<file path="config.mk">
export PLATFORM = sky130hd
export DESIGN_NAME = fork_join_ctrl
export DESIGN_NICKNAME = d
export VERILOG_FILES = /design/src/rtl/fork_join_ctrl.sv
export SDC_FILE = /design/constraint.sdc
export NUM_CORES = 1
export LEC_CHECK = 0
export ABC_CLOCK_PERIOD_IN_PS = 2880
export BUFFER_PORTS_ARGS = -buffer_cell sky130_fd_sc_hd__buf_2
export CORE_MARGIN = 2
export CORE_UTILIZATION = 45
export CTS_BUF_LIST = sky130_fd_sc_hd__clkbuf_8
export CTS_CLUSTER_DIAMETER = 50
export CTS_CLUSTER_SIZE = 20
export DETAILED_ROUTE_END_ITERATION = 8
export GPL_TIMING_DRIVEN = 0
export SYNTH_ARGS = -nofsm -noshare
export SYNTH_HDL_FRONTEND = slang
export SYNTH_SLANG_ARGS = --single-unit
</file>
<file path="constraint.sdc">
create_clock -name clk -period 2.88 [get_ports clk]
set_input_delay 0.288 -clock clk [delete_from_list [all_inputs] [get_ports clk]]
set_output_delay 0.288 -clock clk [all_outputs]
set_load 0.01 [all_outputs]
</file>
<file path="src/rtl/fork_join_ctrl.sv">
// fork_join_ctrl: launches three fixed-delay threads on one latched operand,
// signals when the selected join policy is first met, and combines the
// per-thread results once every thread has completed.
//
// Ports:
//   clk          rising-edge clock
//   rst_n        synchronous active-low reset
//   start_i      launch request, sampled in IDLE only
//   mode_i[1:0]  join policy: 00 ALL, 01 ANY, 10 NONE, 11 ALL
//   in_i[DW-1:0] operand latched at launch
//   kill_i       abort all running threads
//   out_o        combined result r0^r1^r2, r[n] = in + n
//   done_o       one-cycle pulse when all threads complete and out_o updates
//   join_pt_o    one-cycle pulse when the join policy is first satisfied
//   thr_done_o   per-thread completion flags
//   busy_o       high whenever the controller is not IDLE
//   aborted_o    one-cycle pulse after a kill
module fork_join_ctrl #(
    parameter int unsigned DW       = 4,
    parameter int unsigned DLY0     = 10,
    parameter int unsigned DLY1     = 3,
    parameter int unsigned DLY2     = 0,
    parameter int unsigned HOLD_CYC = 2
) (
    input  logic          clk,
    input  logic          rst_n,
    input  logic          start_i,
    input  logic [1:0]    mode_i,
    input  logic [DW-1:0] in_i,
    input  logic          kill_i,
    output logic [DW-1:0] out_o,
    output logic          done_o,
    output logic          join_pt_o,
    output logic [2:0]    thr_done_o,
    output logic          busy_o,
    output logic          aborted_o
);

    localparam int unsigned CW = 8;
    localparam int unsigned HW = 4;
    localparam int unsigned NT = 3;

    typedef enum logic [1:0] {
        IDLE = 2'd0,
        RUN  = 2'd1,
        WAIT = 2'd2,
        HOLD = 2'd3
    } state_t;

    state_t          state_q, state_d;
    logic [CW-1:0]   cnt_q [NT];
    logic [CW-1:0]   cnt_d [NT];
    logic [HW-1:0]   hold_q, hold_d;
    logic [DW-1:0]   in_q, in_d;
    logic [1:0]      mode_q, mode_d;
    logic [DW-1:0]   out_q, out_d;
    logic [2:0]      thr_q, thr_d;
    logic            done_q, done_d;
    logic            join_q, join_d;
    logic            busy_q, busy_d;
    logic            aborted_q, aborted_d;
    logic [DW-1:0]   combined_c;

    // Join policy evaluated against a given flag set
    function automatic logic policy_met(input logic [1:0] md, input logic [2:0] flags);
        logic met;
        case (md)
            2'b01:   met = |flags;
            2'b10:   met = 1'b1;
            default: met = &flags;
        endcase
        return met;
    endfunction

    assign combined_c = in_q ^ (in_q + DW'(1)) ^ (in_q + DW'(2));

    // State and output registers
    always_ff @(posedge clk) begin
        if (!rst_n) begin
            state_q   <= IDLE;
            for (int n = 0; n < int'(NT); n++) cnt_q[n] <= '0;
            hold_q    <= '0;
            in_q      <= '0;
            mode_q    <= '0;
            out_q     <= '0;
            thr_q     <= '0;
            done_q    <= 1'b0;
            join_q    <= 1'b0;
            busy_q    <= 1'b0;
            aborted_q <= 1'b0;
        end else begin
            state_q   <= state_d;
            for (int n = 0; n < int'(NT); n++) cnt_q[n] <= cnt_d[n];
            hold_q    <= hold_d;
            in_q      <= in_d;
            mode_q    <= mode_d;
            out_q     <= out_d;
            thr_q     <= thr_d;
            done_q    <= done_d;
            join_q    <= join_d;
            busy_q    <= busy_d;
            aborted_q <= aborted_d;
        end
    end

    // Next-state and next-output logic
    always_comb begin
        state_d   = state_q;
        for (int n = 0; n < int'(NT); n++) cnt_d[n] = cnt_q[n];
        hold_d    = hold_q;
        in_d      = in_q;
        mode_d    = mode_q;
        out_d     = out_q;
        thr_d     = thr_q;
        done_d    = 1'b0;
        aborted_d = 1'b0;

        case (state_q)
            IDLE: begin
                if (start_i && !kill_i) begin
                    in_d     = in_i;
                    mode_d   = mode_i;
                    cnt_d[0] = CW'(DLY0);
                    cnt_d[1] = CW'(DLY1);
                    cnt_d[2] = CW'(DLY2);
                    thr_d    = '0;
                    state_d  = RUN;
                end
            end
            RUN, WAIT: begin
                for (int n = 0; n < int'(NT); n++) begin
                    if (cnt_q[n] == '0) thr_d[n] = 1'b1;
                    else                cnt_d[n] = cnt_q[n] - CW'(1);
                end
                // Completion takes priority over the RUN->WAIT step after a join
                if (&thr_q) begin
                    out_d   = combined_c;
                    done_d  = 1'b1;
                    hold_d  = HW'(HOLD_CYC - 1);
                    state_d = HOLD;
                end else if (state_q == RUN && join_q) begin
                    state_d = WAIT;
                end
            end
            HOLD: begin
                if (hold_q == '0) state_d = IDLE;
                else              hold_d  = hold_q - HW'(1);
            end
            default: state_d = IDLE;
        endcase

        // Kill overrides everything outside IDLE, including a coincident completion
        if (kill_i && state_q != IDLE) begin
            state_d   = IDLE;
            thr_d     = '0;
            out_d     = out_q;
            done_d    = 1'b0;
            aborted_d = 1'b1;
        end

        // join_q can only be high on one RUN cycle because RUN leaves on the next edge
        join_d = (state_d == RUN) && policy_met(mode_d, thr_d);
        busy_d = (state_d != IDLE);
    end

    assign out_o      = out_q;
    assign done_o     = done_q;
    assign join_pt_o  = join_q;
    assign thr_done_o = thr_q;
    assign busy_o     = busy_q;
    assign aborted_o  = aborted_q;

endmodule

</file>
Word level (Yosys, flattened, before mapping)
Memory sizes are Yosys's and may differ from the RTL's.
Cells that the tools add are included.
{"block": "word_totals", "regBits": 23, "mem_bits_rw": 24, "input_bits": 10, "out_inout_bits": 11, "wordCells": 84, "n_memories": 1}
{"name": "cnt_q", "words": 3, "word_bits": 8, "rd": 3, "rd_ports_with_merged_regs": 0, "wr": 3, "line": "51", "rtl": "logic [CW-1:0] cnt_q [NT];"}
{"block": "op_classes", "n_addsub": 6, "n_eq_ne": 8, "mux": 30, "bitwise": 8, "n_reduce_logical": 21}
{"op": "$mux 8", "n": 6}
{"op": "$pmux 24 s2", "n": 1}
{"op": "$logic_not 8->1", "n": 3}
{"op": "$mux 24", "n": 1}
{"op": "$sub 8x1->8 const B", "n": 3}
{"op": "$mux 2", "n": 7}
{"op": "$reduce_and 3->1", "n": 3}
{"op": "$mux 4", "n": 2}
{"op": "$pmux 4 s2", "n": 1}
{"op": "$xor 4x4->4", "n": 2}
{"op": "$mux 1", "n": 7}
{"op": "$eq 2x1->1 const B", "n": 3}
{"op": "$eq 2x2->1 const B", "n": 3}
{"op": "$mux 3", "n": 2}
{"op": "$pmux 2 s3", "n": 1}
{"op": "$pmux 3 s2", "n": 1}
{"op": "$reduce_bool 2->1", "n": 3}
{"op": "$reduce_or 3->1", "n": 2}
{"op": "$reduce_and 5->1", "n": 1}
{"op": "$add 4x1->4 const B", "n": 1}
{"op": "$add 4x2->4 const B", "n": 1}
{"op": "$logic_and 1x1->1", "n": 4}
{"op": "$logic_not 4->1", "n": 1}
{"op": "$ne 2x2->1 const B", "n": 2}
{"op": "other kinds (8)", "n": 12}

Logic depth before layout (Yosys ltp)
Gate-level depths: netlist of run 1.
{"block": "depth", "depth_word": 8, "depth_mapped": 10, "ltp_nobuf": 9}

Worst setup path after synthesis of run 1
Ideal clock, no wire load.
{"block": "synth_path", "path_type": "register to register", "start": "reg state_q[0]", "end": "reg join_q (netlist: join_pt_o)", "setup_ns": 0.128, "arrival_ns": 2.033, "required_time_ns": 2.752, "path_slack_ns": 0.720, "stages_incl_launch_ff": 11, "n_path_buf": 1, "cell_sequence": "dfxtp_1 inv_1 ha_1 buf_2 nand3b_1 mux2i_1 inv_1 ha_1 o21a_1 o211ai_1 a211oi_1"}
{"element": "start: declaration", "line": "50", "rtl": "state_t state_q, state_d;"}
{"element": "start signal: assignment", "line": "92", "rtl": "state_q <= state_d;"}
{"element": "$logic_not 2->1 (*)", "line": "118", "rtl": "case (state_q)"}
{"element": "$mux 2 (*)", "line": "118"}
{"element": "net mode_d[1]", "line": "55", "rtl": "logic [1:0] mode_q, mode_d;"}
{"element": "$eq 2x2->1 / $eq 2x1->1 (equally long branches)", "line": "67", "rtl": "case (md)"}
{"element": "$pmux 1 s2 (*)", "line": "67"}
{"element": "$logic_and 1x1->1 (*)", "line": "162", "rtl": "join_d = (state_d == RUN) && policy_met(mode_d, thr_d);"}
{"element": "end signal: assignment", "line": "100", "rtl": "join_q <= join_d;"}
{"element": "end: declaration", "line": "59", "rtl": "logic join_q, join_d;"}
The timed path passes the listed nets; every way through them passes the cells marked *.
A chain may end at the register's enable or synchronous reset.

Worst setup path after layout of run 1
Same ends and word-level chain as after synthesis.

==> flow_summary.yaml, run 1 <==
cts:
  root_buffer: "clkbuf_8"
  clock_sinks: 47
  clk_pin_slew_worst_paths_ns: 0.09
  post_cts_resized: 0
  htree_levels: 2
  clock_path_buffers: 2
  worstSkewPairLatency_ns: 0.30
  cts_tree: "built"
  cts_setup_buffers: 0
  cts_hold_buf: 0
  numCtsBuffers: 5
power:
  power_density_mw_per_mm2: 609
  vdd_drop_max_uv: 314
  p_leak_nw: 1.10
setup_path:
  end_kind: "flip-flop"
  path_max_fanout: 10
  critical_path_class: "flip-flop to flip-flop"
  critPathCapture: "join_pt_o"
  critPathLaunchType: "flip-flop"
  r2r_start: "state_q[0]"
  rr_endpoint: "join_pt_o"
  ff2ff_setup_slack_ns: 0.44
  crit_required_ns: 3.07
  cp-startpoint: "state_q[0]"
  reg2regPathDepth: 10
  cp_data_arrival_time_ns: 2.62
synthesis:
  synth.avg_cell_area_um2: 8.98
  synth_nets: 286
  synth_mux_area_frac: 0.0255
  syn-cell-area_mm2: 0.00235
  synth_top_family_by_area: "simple AND/OR/NAND/NOR gates"
  yosys.area_share.simple: 0.263
  yosysWarnings: 0
  ys_ff_latch: 47
  synth_compound_area_frac: 0.114
  syn_inst: 262
  yosys.area_share.adder: 0.0745
  synthXorXnorAreaFrac: 0.0819
  yosys.cell_types.count: 44
  ys_seq_area_frac: 0.400
layout:
  nets: 313
  stdcell_area_mm2: 0.00265
  drive_gt1_frac: 0.134
  diodes: 0
  area_growth_pct: 12.8
sta:
  final.setup.worst_slack_ns: 0.445
  setup_violations: 0
  slew_viol_final: 0
  setup_tns_ns: 0
  slew-limit-headroom: 0.677
  max_freq_ghz: 0.411
  hold_violations: 0
  fin_hold_ws_ns: 0.218
  layout_min_cycle_time_ns: 2.44
  period_share: 0.846
  rsz0062_at_grt: "false"
  clock-skew-final_ns: 0.0122
  timing_worst_slew_pin_value_ns: 0.485
hold_path:
  hold_depth: 3
  hold_path_class: "input pin to flip-flop"
global_route:
  antenna_found_initial: 0
  overflow: 0
  met2_usage: 0.263
  grt_pass1_wl_um: 7920
  grt_busiest_layer: "met2"
  use_met1: 0.227
  grt_max_degree: 16
  grt_usage: 0.166
  grt_pass1_vias: 1754
  grt.met3_usage: 0.0284
drt:
  vias: 1884
  drt_iter0_markers: 75
  drc: 0
  vias_per_cell: 5.23
  routedWlPerCell_um: 12.7
  firstDrtPassIters: 4
  wl_um: 4570
  drtAntennaViolNets: 0
floorplan:
  die_area_mm2: 0.00582
  initial_core_util: 0.464
  fp-row-count: 26
  core_area_mm2: 0.00507
  fp.dieW_um: 76.3
  ios: 21
  dieHeight_um: 76.3
flow_run:
  max_cap_violations: 0
placement:
  portBuffers: 20
  placed_area_mm2: 0.00254
  place.gp.congestion: 0.780
  hpwl_um: 3380
  dpl_worst_slack_ns: 0.439
run_status:
  status: "finished, final reports clean"
==> registers in the layout, indices dropped and copies added (netlist names) <==
signal and flops:
busy_o 1, join_pt_o 1, state_q 2, in_q 4
hold_q 4, thr_done_o 3, cnt_q 24, out_o 4
aborted_o 1, done_o 1, mode_q 2
==> placed cells by master (no fill, tap or decap), drive strengths merged, types with 2 or more instances in the layout <==
| cell | count |
|---|---|
| a211oi | 11 |
| a21oi | 4 |
| a311oi | 2 |
| a31oi | 3 |
| and2 | 3 |
| and3b | 2 |
| buf | 25 |
| clkbuf | 8 |
| clkinv | 3 |
| dfxtp | 47 |
| ha | 14 |
| inv | 15 |
| mux2i | 6 |
| nand2 | 7 |
| nand2b | 3 |
| nand3 | 9 |
| nand3b | 2 |
| nand4 | 12 |
| nand4b | 5 |
| nor2 | 45 |
| nor2b | 8 |
| nor3 | 7 |
| nor4 | 4 |
| o21a | 3 |
| o21ai | 6 |
| xnor2 | 6 |
| xor2 | 16 |
==> synthesized netlist by cell type (all sizes together) <==
| library cell | count | area (um2) |
|---|---|---|
| or3 | 1 | 6.26 |
| and3b | 2 | 17.5 |
| nor2 | 45 | 169 |
| or3b | 1 | 8.76 |
| and2 | 3 | 18.8 |
| o211ai | 1 | 7.51 |
| o31ai | 1 | 7.51 |
| buf | 5 | 25.0 |
| o21a | 3 | 22.5 |
| a221oi | 1 | 15.0 |
| a2bb2oi | 1 | 8.76 |
| a31o | 1 | 8.76 |
| nand4b | 5 | 43.8 |
| a31oi | 3 | 18.8 |
| nand2 | 7 | 26.3 |
| nand3b | 2 | 15.0 |
| a41oi | 1 | 8.76 |
| nand4 | 12 | 75.1 |
| a22oi | 1 | 7.51 |
| inv | 15 | 56.3 |
| mux2i | 6 | 60.1 |
| nand2b | 3 | 26.3 |
| a211oi | 11 | 82.6 |
| ha | 14 | 175 |
| dfxtp | 47 | 941 |
| nor4 | 4 | 61.3 |
| o21ai | 6 | 30.0 |
| or2 | 1 | 6.26 |
| nand3 | 9 | 45.0 |
| a21oi | 4 | 23.8 |
| and3 | 1 | 6.26 |
| xor2 | 16 | 140 |
| xnor2 | 6 | 52.6 |
| a221o | 1 | 10.0 |
| nor2b | 8 | 50.1 |
| or4 | 1 | 7.51 |
| nor3 | 7 | 35.0 |
| a311oi | 2 | 17.5 |
| clkinv | 1 | 3.75 |
| clkbuf | 3 | 11.3 |
==> how the worst min path moves through the flow <==
stage                 start           end  slack, ns
2_1_floorplan         rst_n   cnt_q[0][3]       0.41
4_1_cts             in_i[2]       in_q[2]       0.21
3_5_place_dp       out_o[0]      out_o[0]       0.49
5_1_grt             in_i[0]       in_q[0]       0.24
3_3_place_gp   cnt_q[0][15]  cnt_q[0][15]       0.49
6_report            in_i[2]       in_q[2]       0.22
==> area by class of cell <==
class	instances	area, um2
Multi-Input combinational cell	191	1320
Fill cell	523	2420
Clock buffer	5	68.8
Clock inverter	3	43.8
Tap cell	70	87.6
Sequential cell	47	941
Buffer	8	36.3
Timing Repair Buffer	20	100
Inverter	16	60.1
==> stage by stage <==
stage / util / power [mW] / instances
after floorplan: - / 1.06 / 262
final: 0.523 / 1.61 / 360
after CTS: 0.523 / 1.64 / 360
after global routing: 0.523 / 1.71 / 360
after detailed placement: 0.500 / 1.14 / 352
after global placement: 0.500 / 1.14 / 352
==> kinds of logic (layout without fill, tap and decap cells) <==
family | Yosys count | count (layout)
adders and majority gates | 14 | 14
and+or+nand+nor | 112 | 112
AOI/OAI and AO/OA | 37 | 37
muxes | 6 | 6
DFF | 47 | 47
xor gates and xnor gates | 22 | 22
buffers and inverters | 24 | 52
==> worst max-delay path, cell delays in order, from the launching register on <==
cell	delay (ns)
dfxtp_1	0.45
inv_1	0.07
ha_1	0.19
buf_2	0.17
nand3b_1	0.35
mux2i_1	0.34
inv_1	0.07
ha_1	0.29
o21a_1	0.17
o211ai_1	0.16
a211oi_1	0.06
==> power by group <==
group	switching, mW	total, mW	leakage [nW]	internal (mW)
registers	0.0561	0.761	0.383	0.705
logic	0.203	0.370	0.657	0.167
clock network	0.225	0.484	0.0581	0.259
total	0.484	1.61	1.10	1.13
==> metal layers <==
| layer | vias to the layer above | part of all wire |
|---|---|---|
| met5 | - | 0 |
| met4 | 0 | 0.0092 |
| met3 | 4 | 0.027 |
| met2 | 21 | 0.45 |
| met1 | 885 | 0.52 |
| li1 | 974 | - |
(Power assumes the default switching activity.)
==> run 2: changes to the inputs <==
--- a/config.mk
+++ b/config.mk
@@ -5,7 +5,8 @@
 export SDC_FILE = /design/constraint.sdc
 export NUM_CORES = 1
 export LEC_CHECK = 0
-export ABC_CLOCK_PERIOD_IN_PS = 2880
+export ABC_AREA = 1
+export ABC_CLOCK_PERIOD_IN_PS = 2200
 export BUFFER_PORTS_ARGS = -buffer_cell sky130_fd_sc_hd__buf_2
 export CORE_MARGIN = 2
 export CORE_UTILIZATION = 45
@@ -14,6 +15,7 @@
 export CTS_CLUSTER_SIZE = 20
 export DETAILED_ROUTE_END_ITERATION = 8
 export GPL_TIMING_DRIVEN = 0
+export PLACE_DENSITY = 0.65
 export SYNTH_ARGS = -nofsm -noshare
 export SYNTH_HDL_FRONTEND = slang
 export SYNTH_SLANG_ARGS = --single-unit
==> constraint.sdc (replaced) <==
create_clock -name clk -period 2.2 [get_ports clk]
set_input_delay 0.22 -clock clk [delete_from_list [all_inputs] [get_ports clk]]
set_output_delay 0.22 -clock clk [all_outputs]
set_load 0.01 [all_outputs]
==> flow_summary.yaml, run 2 <==
run_status:
  status: "finished, final reports clean"
cts:
  clock_path_buffers: 2
  cts_setup_buffers: 0
  root_buffer: "clkbuf_8"
  htree_levels: 2
  numCtsBuffers: 5
  clk_pin_slew_worst_paths_ns: 0.09
  cts_tree: "built"
  worstSkewPairLatency_ns: 0.30
  clock_sinks: 47
global_route:
  grt_max_degree: 14
  grt_pass1_vias: 2067
  grt_usage: 0.175
  overflow: 0
  grt_pass1_wl_um: 8800
  antenna_found_initial: 0
placement:
  portBuffers: 19
  place.gp.congestion: 0.826
  hpwl_um: 3710
  dpl_worst_slack_ns: -0.0166
  placed_area_mm2: 0.00274
  dp_cells: 433
sta:
  max_freq_ghz: 0.506
  period_share: 0.899
  slew-limit-headroom: 0.777
  clock-skew-final_ns: 0.00768
  rsz0062_at_grt: "false"
  timing_worst_slew_pin_value_ns: 0.334
  slew_viol_final: 0
  setup_tns_ns: 0
  final.setup.worst_slack_ns: 0.222
  layout_min_cycle_time_ns: 1.98
  hold_violations: 0
  setup_violations: 0
synthesis:
  yosysMostFrequentCell: "nand2_1"
  yosys-top-cells-count: "nand2_1, dfxtp_1, nor2_1, inv_1, nand3_1"
  synth_edf_count: 0
  synth.avg_cell_area_um2: 7.46
  yosys.area_share.adder: 0.0687
  synth_nets: 366
  ys_seq_area_frac: 0.369
  yosysTopAreaCell: "dfxtp_1"
  synth_top_family_by_area: "simple AND/OR/NAND/NOR gates"
  yosysWarnings: 0
  syn_inst: 342
  synthFlopType: "dfxtp_1"
  synthArstFlopShare: 0
  synth_top_area_share: 0.369
  yosys.cell_types.count: 33
  synth_mux_area_frac: 0
  synthXorXnorAreaFrac: 0.0240
  syn-cell-area_mm2: 0.00255
  yosys.area_share.simple: 0.322
  synthTopCellsByArea: "dfxtp_1, nand2_1, ha_1"
  synth_compound_area_frac: 0.114
  ys_ff_latch: 47
setup_path:
  critical_path_class: "flip-flop to flip-flop"
  slowest_delay_ns: 0.38
  r2r_start: "state_q[1]"
  cp-startpoint: "state_q[1]"
  cp_slowest_cell: "dfxtp_1"
  end_kind: "flip-flop"
  crit_family: "simple AND/OR/NAND/NOR gates"
  crit_required_ns: 2.40
  cp_data_arrival_time_ns: 2.18
  path_buf_inv: 3
  path_cells: "inv_1 -> ha_1 -> buf_6 -> nand2_4 -> nand2_1 -> o21ai_2 -> inv_1 -> ha_1 -> or2_2 -> a21oi_1 -> nor2_1"
  critPathLaunchType: "flip-flop"
  path_max_fanout: 9
drt:
  drtAntennaViolNets: 0
  routedWlPerCell_um: 11.1
  wl_um: 4860
  drt_iter0_markers: 101
  vias_per_cell: 4.81
  vias: 2116
  firstDrtPassIters: 4
  drc: 0
power:
  power_density_mw_per_mm2: 1490
  vdd_drop_max_uv: 714
  p_leak_nw: 1.33
floorplan:
  initial_core_util: 0.463
  die_area_mm2: 0.00629
  core_area_mm2: 0.00551
  fp-row-count: 27
  ios: 21
  dieHeight_um: 79.3
  fp.dieW_um: 79.3
layout:
  final_cell_mix: "nand2_1, dfxtp_1, nor2_1"
  largest_register: "cnt_q"
  largest_reg_flops: 24
  nets: 392
  final_common_cell: "nand2_1"
  instances_no_fill: 440
  diodes: 0
  stdcell_area_mm2: 0.00285
  drive_gt1_frac: 0.209
  area_growth_pct: 11.6
hold_path:
  hold_path_class: "input pin to flip-flop"
  min_from: "in_i[3]"
flow_run:
  max_cap_violations: 0
[run 2: cell types whose count changed after synthesis, sizes merged, moves of 10 or more]
cell	previous run	this run
o21ai	6	16
nand2	7	70
inv	15	52
a21oi	4	22
nand3	9	25
xor2	16	6
nor2	45	55
[run 2: repair_timing]
action                     in CTS  in global routing
gates cloned                    0                  0
setup endpoints to repair       1                  1
hold buffers                    0                  0
gates resized for setup         1                  2
[run 2: metrics by stage]
step / hold WS (ns) / total power [mW] / util
after floorplan: 0.376 / 3.21 / -
after global placement: 0.433 / 3.61 / 0.497
after detailed placement: 0.441 / 3.65 / 0.497
after CTS: 0.177 / 4.29 / 0.516
after global routing: 0.190 / 4.70 / 0.517
final: 0.183 / 4.25 / 0.517
[run 2: path summary, 6_finish.rpt]
| check | end | slack [ns] | depth (start not counted) |
|---|---|---|---|
| worst max-delay path | join_pt_o | 0.22 | 11 |
| worst min-delay path | in_q[3] | 0.18 | 3 |
| worst max register to register | join_pt_o | 0.22 | 11 |
| worst min register to register | cnt_q[0][0] | 0.46 | 1 |
[run 2: cell families (layout without fill, tap and decap cells)]
group / count (synthesis) / after routing
DFF: 47 / 47
adders and majority gates: 14 / 14
buffers and inverters: 60 / 86
AOI/OAI and AO/OA: 49 / 49
xor gates and xnor gates: 7 / 7
and+or+nand+nor: 165 / 165
[run 2: layer usage]
layer,share of wire,vias up,global-route usage
met4,0.012,0,0.0569
met5,0,-,0
met1,0.47,947,0.215
met3,0.032,6,0.0432
met2,0.48,22,0.300
li1,-,1141,-
[run 2: worst register-to-register path, cell delays in order, from the launching register on]
cell     delay (ns)
dfxtp_1        0.38
inv_1          0.10
ha_1           0.19
buf_6          0.14
nand2_4        0.13
nand2_1        0.08
o21ai_2        0.08
inv_1          0.06
ha_1           0.28
or2_2          0.27
a21oi_1        0.12
nor2_1         0.05
[run 2: area by class of cell]
class	instances	area, um2
clock buffer	5	68.8
inverter	53	209
tap	72	90.1
clock inverter	2	33.8
sequential	47	942
multi-input combinational	235	1360
buffer	7	53.8
fill	556	2660
timing repair buffer	19	95.1
[run 2: report_power, final]
| part | internal [mW] | leakage, nW | total [mW] | switching (mW) |
|---|---|---|---|---|
| clock network | 0.329 | 0.0554 | 0.611 | 0.282 |
| registers | 1.10 | 0.385 | 1.27 | 0.170 |
| logic | 0.879 | 0.893 | 2.37 | 1.49 |
==> run 3: changes to the inputs <==
--- a/config.mk
+++ b/config.mk
@@ -9,13 +9,13 @@
 export ABC_CLOCK_PERIOD_IN_PS = 2200
 export BUFFER_PORTS_ARGS = -buffer_cell sky130_fd_sc_hd__buf_2
 export CORE_MARGIN = 2
-export CORE_UTILIZATION = 45
+export CORE_UTILIZATION = 55
 export CTS_BUF_LIST = sky130_fd_sc_hd__clkbuf_8
 export CTS_CLUSTER_DIAMETER = 50
 export CTS_CLUSTER_SIZE = 20
 export DETAILED_ROUTE_END_ITERATION = 8
 export GPL_TIMING_DRIVEN = 0
-export PLACE_DENSITY = 0.65
+export PLACE_DENSITY = 0.77
 export SYNTH_ARGS = -nofsm -noshare
 export SYNTH_HDL_FRONTEND = slang
 export SYNTH_SLANG_ARGS = --single-unit
==> flow_summary.yaml, run 3 (synthesis results as in run 2) <==
drt:
  wl_um: 4810
  vias: 2113
  routedWlPerCell_um: 11.4
  drc: 0
  drtAntennaViolNets: 0
  vias_per_cell: 5.02
  firstDrtPassIters: 4
  drt_iter0_markers: 115
setup_path:
  crit_required_ns: 2.40
  critical_path_class: "flip-flop to flip-flop"
  cp_data_arrival_time_ns: 2.22
  end_kind: "flip-flop"
  ff2ff_setup_slack_ns: 0.18
  slowest_delay_ns: 0.39
  critPathLaunchType: "flip-flop"
  path_cells: "inv_1 -> ha_1 -> buf_6 -> nand2_2 -> nand2_1 -> o21ai_2 -> inv_1 -> ha_1 -> or2_2 -> a21oi_1 -> nor2_1"
  cp_slowest_cell: "dfxtp_1"
  path_max_fanout: 9
placement:
  hpwl_um: 3680
  dp_cells: 413
  dpl_worst_slack_ns: 0.0401
  portBuffers: 19
  place.gp.congestion: 0.821
  placed_area_mm2: 0.00271
sta:
  period_share: 0.918
  layout_min_cycle_time_ns: 2.02
  fin_hold_ws_ns: 0.187
  final.setup.worst_slack_ns: 0.180
  slew-limit-headroom: 0.831
  hold_violations: 0
  rsz0062_at_grt: "false"
  setup_violations: 0
  clock-skew-final_ns: 0.00491
  max_freq_ghz: 0.495
  slew_viol_final: 0
  timing_worst_slew_pin_value_ns: 0.252
  setup_tns_ns: 0
hold_path:
  hold_path_class: "input pin to flip-flop"
cts:
  cts_hold_buf: 0
  clk_pin_slew_worst_paths_ns: 0.09
  root_buffer: "clkbuf_8"
  worstSkewPairLatency_ns: 0.30
  htree_levels: 2
  cts_tree: "built"
  clock_sinks: 47
  clock_path_buffers: 2
  numCtsBuffers: 5
layout:
  final_common_cell: "nand2_1"
  stdcell_area_mm2: 0.00285
  postLayoutCoreUtil: 0.645
  diodes: 0
  instances_no_fill: 421
  largest_register: "cnt_q"
  nets: 392
  largest_reg_flops: 24
  area_growth_pct: 11.6
  final_cell_mix: "nand2_1, dfxtp_1, nor2_1"
  drive_gt1_frac: 0.211
power:
  vdd_drop_max_uv: 1070
  power_density_mw_per_mm2: 1540
  p_leak_nw: 1.34
  total_power_mw: 4.39
floorplan:
  dieHeight_um: 72.1
  fp.dieW_um: 72.1
  ios: 21
  die_area_mm2: 0.00520
  initial_core_util: 0.578
  core_area_mm2: 0.00441
  fp-row-count: 24
run_status:
  status: "finished, final reports clean"
global_route:
  grt_usage: 0.204
  overflow: 0
  antenna_found_initial: 0
  grt_max_degree: 15
  grt_pass1_wl_um: 8410
  grt_pass1_vias: 2027
flow_run:
  max_cap_violations: 0
run 3: cell count changes in the layout (fill, tap and decap cells not counted):
| cell | before | now |
|---|---|---|
| bufinv_16 | 1 | 2 |
| nand2_2 | 4 | 5 |
| nand2_4 | 8 | 7 |
run 3: worst paths after layout:
path,cells past startpoint,end,from
worst max-delay path,11,join_pt_o,state_q[1]
worst min-delay path,3,mode_q[1],mode_i[1]
worst max register to register,11,join_pt_o,state_q[1]
worst min register to register,1,cnt_q[0][0],cnt_q[0][0]
run 3: report_power, final:
| part | internal [mW] | switching [mW] | total [mW] | leakage, nW |
|---|---|---|---|---|
| sequential | 1.10 | 0.166 | 1.26 | 0.385 |
| clock | 0.450 | 0.294 | 0.743 | 0.0695 |
| combinational | 0.881 | 1.50 | 2.38 | 0.889 |
| total | 2.43 | 1.96 | 4.39 | 1.34 |
run 3: worst max-delay path: cells and delay by family (launching register included):
kind            cells  cell delay, ns
compound gates      2            0.20
simple gates        4            0.57
buf+inv             3            0.30
flops               1            0.39
fa+ha+maj           2            0.47
run 3: what timing repair did:
item / 4_1_cts / 5_1_grt
buffers inserted: 0 / 0
endpoints found under the setup margin: 0 / 1
hold endpoints to repair: 0 / 0
gates resized for setup: 0 / 2
run 3: layout make-up:
class                      count  area, um2
inverter                      53        209
clock buffer                   5       68.8
fill                         394       1570
sequential                    47        942
multi-input combinational    235       1350
tap                           52       65.1
clock inverter                 3       63.8
buffer                         7       53.8
timing repair buffer          19       95.1
run 3: metal layers:
layer  global-route usage  vias up  wire length (um)
met2                0.345       42              2350
met1                0.243      932              2170
met5                    0        -                 0
met3               0.0556        5               236
met4               0.0901        0                49
li1                     -     1134                 -
